[src/rtl/deserializer.sv]
// Serial-to-parallel stage: collects MSB-first valid bursts into left-aligned
// DATA_W-bit words and reports the bit count with DATA_W encoded as 0.
module deserializer #(
  parameter int DATA_W = 16,
  parameter int MOD_W  = $clog2(DATA_W)
) (
  input  logic              clk_i,
  input  logic              rst_ni,
  input  logic              ser_data_i,
  input  logic              ser_data_val_i,
  output logic [DATA_W-1:0] data_o,
  output logic [MOD_W-1:0]  data_mod_o,
  output logic              data_val_o,
  output logic              busy_o
);

  localparam logic [MOD_W-1:0] LAST_CNT = MOD_W'(DATA_W - 1);

  logic [DATA_W-1:0] sr;
  logic [MOD_W-1:0]  cnt;
  logic [MOD_W-1:0]  pos;

  // The first bit of a word lands in the MSB; later bits fill downward.
  assign pos = LAST_CNT - cnt;

  // Accumulate bits and emit a word on the full-word edge or on the first
  // invalid cycle after a partial burst. The completing bit of a full word is
  // merged directly into data_o, so a following bit starts a fresh word.
  always_ff @(posedge clk_i or negedge rst_ni) begin
    if (!rst_ni) begin
      sr         <= '0;
      cnt        <= '0;
      data_o     <= '0;
      data_mod_o <= '0;
      data_val_o <= 1'b0;
    end else begin
      data_val_o <= 1'b0;
      if (ser_data_val_i) begin
        if (cnt == LAST_CNT) begin
          data_o     <= {sr[DATA_W-1:1], ser_data_i};
          data_mod_o <= '0;
          data_val_o <= 1'b1;
          sr         <= '0;
          cnt        <= '0;
        end else begin
          sr[pos] <= ser_data_i;
          cnt     <= cnt + MOD_W'(1);
        end
      end else if (cnt != '0) begin
        data_o     <= sr;
        data_mod_o <= cnt;
        data_val_o <= 1'b1;
        sr         <= '0;
        cnt        <= '0;
      end
    end
  end

  // Busy reflects registered state only: a partial word is pending.
  assign busy_o = (cnt != '0);

endmodule
[config.mk]
export PLATFORM = sky130hd
export DESIGN_NAME = deserializer
export DESIGN_NICKNAME = d
export VERILOG_FILES = /design/src/rtl/deserializer.sv
export SDC_FILE = /design/constraint.sdc
export NUM_CORES = 1
export LEC_CHECK = 0
export ABC_AREA = 1
export CORE_MARGIN = 10
export CORE_UTILIZATION = 48
export DETAILED_ROUTE_END_ITERATION = 7
export PLACE_DENSITY = 0.83
export SYNTH_ARGS = -nofsm -noshare
export SYNTH_HDL_FRONTEND = slang
export SYNTH_SLANG_ARGS = --single-unit
[constraint.sdc]
create_clock -name clk_i -period 1.35 [get_ports clk_i]
set_input_delay 0.2025 -clock clk_i [delete_from_list [all_inputs] [get_ports clk_i]]
set_output_delay 0.2025 -clock clk_i [all_outputs]
set_load 0.05 [all_outputs]
Yosys cells after proc, flatten, opt, wreduce, memory -nomap -nowiden --
Index checks and enable logic that the tools add are counted.
Word-level totals: register bits 41, bits of input ports 4, word-level logic and storage cells 33
Operators by class: $add $sub $neg 2, order comparisons 2, equality and inequality tests 2, multiplexer cells 18, reduce and logical (&&, ||, !) cells 4
Operators by type and width (number):
- $mux 16 | 6
- $mux 4 | 6
- $bwmux 16 | 1
- $lt 4x5->1 const B | 1
- $add 4x1->4 const B | 1
- $demux 1 s4 | 1
- $eq 4x4->1 const B | 1
- $ge 4x1->1 const B | 1
- $mux 1 | 4
- $reduce_bool 4->1 | 1
- $sub 4x4->4 const A | 1
- $ne 2x1->1 const B | 1
- $reduce_and 2->1 | 1
- $reduce_bool 2->1 | 1
- $logic_and 1x1->1 | 1

Longest topological paths before layout --
word-level depth 8, mapped depth 9, depth with buffers taken out 7

Worst setup path after synthesis --
Ideal clock, no wire load.
path type register to register, start point register cnt[0], end point register cnt[0], setup time 0.091 ns, arrival 1.397 ns, required time 1.259 ns, path slack -0.138 ns, stages on the path, launching flop included 6, buffers on the path 1, cell sequence dfrtp_1 > inv_1 > ha_1 > buf_2 > nand2_1 > o21ai_0
On the way: elaborated cells between the ends (all ways) 6
RTL lines:
- start: declaration | RTL line 20 | logic [MOD_W-1:0] cnt;
- start signal: assignment | RTL line 47 | cnt <= cnt + MOD_W'(1);
- $reduce_bool 4->1
- named net busy_o | RTL line 14 | output logic busy_o
- $reduce_bool 2->1 (no line)
The timed path passes the listed nets, and every way through them passes these cells. A chain may end at the register's enable or synchronous reset.

Final worst setup path --
start point register cnt[0], end point output port busy_o
On the way: longest elaborated chain between the ends 1
RTL lines:
- $reduce_bool 4->1 | RTL line 60 | assign busy_o = (cnt != '0);
- end: declaration | RTL line 14
No other way between the ends.

==> results.cfg <==
[global_routing]
grt_pass1_vias = 1695
grt_use_total_pct = 16.0
grt_max_degree = 26
grt-ovfl-total = 0
grt_pass1_wl_um = 8220
antenna_found_initial = 0

[cts]
numCtsBuffers = 5
cts_buffer_depth = 2
cts-htree-levels = 2
cts_tree = yes
root_buffer = clkbuf_8
clkSinkCount = 41
path_clk_slew_ns = 0.08
clkLatencyLatePin_ns = 0.31

[power_and_ir_drop]
peakVddDrop_mv = 1.50
seq_power_share_pct = 32.2
total_power_mw = 4.97
p_clk_share_pct = 23.8
p_switching_mw = 1.82
p_comb_share_pct = 44.0
p_int_mw = 3.16
power_density_nw_per_um2 = 1730
power_switching_share_pct = 36.5
leakagePower_nw = 1.45

[timing]
period_share_pct = 107
worst_pin_slew_ns = 0.408
skew_ns = 0.00892
setup_ws_ns = -0.0966
setup_violations = 36
finalSetupTns_ns = -2.29
period_minus_slack_ns = 1.45
maxSlewViolCount = 0
relSlewSlack_pct = 72.8
rsz0062_at_grt = yes
fmax_ghz = 0.691
hold_viol = 0

[synth]
synthDistinctLibCells = 19
syn_area_um2 = 1800
synth_nets = 216
avgSynthCellArea_um2 = 8.67
ys_seq_elements = 41
ys_seq_area_share_pct = 56.9
yosysWarnings = 0
postSynthCellCount = 208

[route]
antenna_left = 0
drtIter0Drc = 118
vias_per_cell = 5.45
route.detailed.drc = 0
first_pass_iters = 4
wire_per_inst_um = 17.2
drt-total-wl_um = 5400
num_vias = 1711

[status]
violations = negative setup slack
status = complete, but fails checks

[worst_setup_path]
worst_setup_path_end_kind = primary output
cp_max_fo = 4
cp-start-kind = flip-flop
r2r-end = sr[2]$_DFFE_PN0P_
r2r_slack_ns = -0.09
reg2reg_depth = 6
cp.required_ns = 1.15
worst_r2r_startpoint = cnt[0]$_DFFE_PN0P_
cp.arrival_ns = 1.24
path_class = flip-flop to primary output

[floorplan]
die_area_um2 = 6610
rows = 22
fp.dieH_um = 81.3
core_um2 = 3660
initial_core_util_pct = 49.3
die_w_um = 81.3
pin_count = 26

[layout]
mostFrequentLayoutCells = nand2_1 (85), dfrtp_1 (38), buf_12 (24), buf_4 (23), nand3_1 (20)
nets = 273
final_common_cell = nand2_1
num_antenna_cells = 0
fillers = 194
drive_gt1_share_pct = 34.6
areaGrowthSynthToFinish_pct = 59.6

[run]
cap_violations = 0

[min_path]
hp-class = input pin to asynchronous set/reset pin

[placed_design]
hpwl_um = 3110
portBuffers = 25
gp_congestion = 0.858
==> what timing repair did <==
item / 4_1_cts / 5_1_grt
gates cloned: 2 / 1
pin swaps: 5 / 13
endpoints found under the hold margin: 16 / 0
resized for setup: 13 / 24
hold buffers: 1 / 0
setup buffers: 5 / 4
endpoints found under the setup margin: 37 / 39
==> layout make-up <==
type                    count  area (um^2)  share of cell area, %
clock buffers               5         68.8                   2.39
clock inverters             3         65.1                   2.26
inverters                  13         62.6                   2.17
multi-input cells         148          802                   27.9
flip-flops and latches     41         1030                   35.8
well taps                  48         60.1                   2.09
repair buffers             56          791                   27.5
==> metrics by stage <==
| stage | hold slack, ns | setup slack, ns | area [um^2] | std cells | util [%] |
|---|---|---|---|---|---|
| after floorplan | -0.0931 | 0.000602 | 1830 | 208 | - |
| after global placement | 0.145 | -0.0222 | 2460 | 293 | 67.2 |
| after detailed placement | 0.152 | -0.0799 | 2460 | 293 | 67.2 |
| after CTS | 0.377 | -0.0817 | 2730 | 309 | 74.6 |
| after global routing | 0.398 | -0.150 | 2880 | 314 | 78.6 |
| final | 0.348 | -0.0966 | 2880 | 314 | 78.6 |
==> routing by layer <==
layer  part of all wire [%]  wire [um]  global-route usage, %
met1                     36       1950                   17.3
met2                     54       2930                   27.6
met5                      0          0                      0
met3                    7.4        398                   5.63
met4                    2.4        129                   6.92
==> how the worst max path moves through the flow <==
stage	to	slack (ns)	depth (start not counted)	from
floorplan	data_o[10]$_DFFE_PN0P_	0.0006	9	cnt[1]$_DFFE_PN0P_
global placement	data_mod_o[0]$_DFFE_PN0P_	-0.02	6	ser_data_val_i
detailed placement	data_o[0]$_DFFE_PN0P_	-0.08	7	ser_data_val_i
CTS	sr[11]$_DFFE_PN0P_	-0.08	8	cnt[0]$_DFFE_PN0P_
global route	data_o[3]$_DFFE_PN0P_	-0.15	8	cnt[0]$_DFFE_PN0P_
finish	busy_o	-0.1	4	cnt[0]$_DFFE_PN0P_
==> power groups by stage <==
stage               clock network (mW)  registers [mW]  logic [mW]
floorplan                            0            1.84       0.642
global placement                     0            1.58        1.71
detailed placement                   0            1.58        1.76
CTS                               1.17            1.58        1.99
global route                      1.24            1.61        2.31
finish                            1.19            1.60        2.19
==> state kept, by name, indices dropped and copies added (netlist names) <==
register    count
data_o         16
sr             16
cnt             4
data_mod_o      4
data_val_o      1
==> synthesized netlist by cell type <==
cell type / n / share of area, %
nand2_2: 1 / 0.35
nand3_1: 30 / 8.3
nand2_1: 92 / 19
dfrtp_1: 41 / 57
nand2_4: 1 / 0.62
nor2_1: 7 / 1.5
nor3b_1: 1 / 0.42
buf_2: 1 / 0.28
buf_4: 4 / 1.7
nand3_2: 1 / 0.55
ha_1: 4 / 2.8
clkinv_1: 1 / 0.21
inv_1: 11 / 2.3
nor2_4: 1 / 0.62
inv_4: 1 / 0.35
a21oi_1: 2 / 0.55
buf_6: 1 / 0.62
o21ai_0: 7 / 1.9
nand3_4: 1 / 0.97
==> cell families after synthesis <==
group                    count (synthesis)  share of synthesized area [%]
AND/OR/NAND/NOR                        135                           32.5
flip-flops                              41                           56.9
buffers and inverters                   19                           5.41
AO/OA/AOI/OAI                            9                           2.50
adder cells (fa/ha/maj)                  4                           2.77
==> worst max-delay path, cell delays in order, from the launching register on <==
cell and delay [ns]:
dfrtp_2 0.47, inv_4 0.10, ha_4 0.16, nand2_4 0.06, buf_12 0.15
Power figures use the tool's default switching activity.
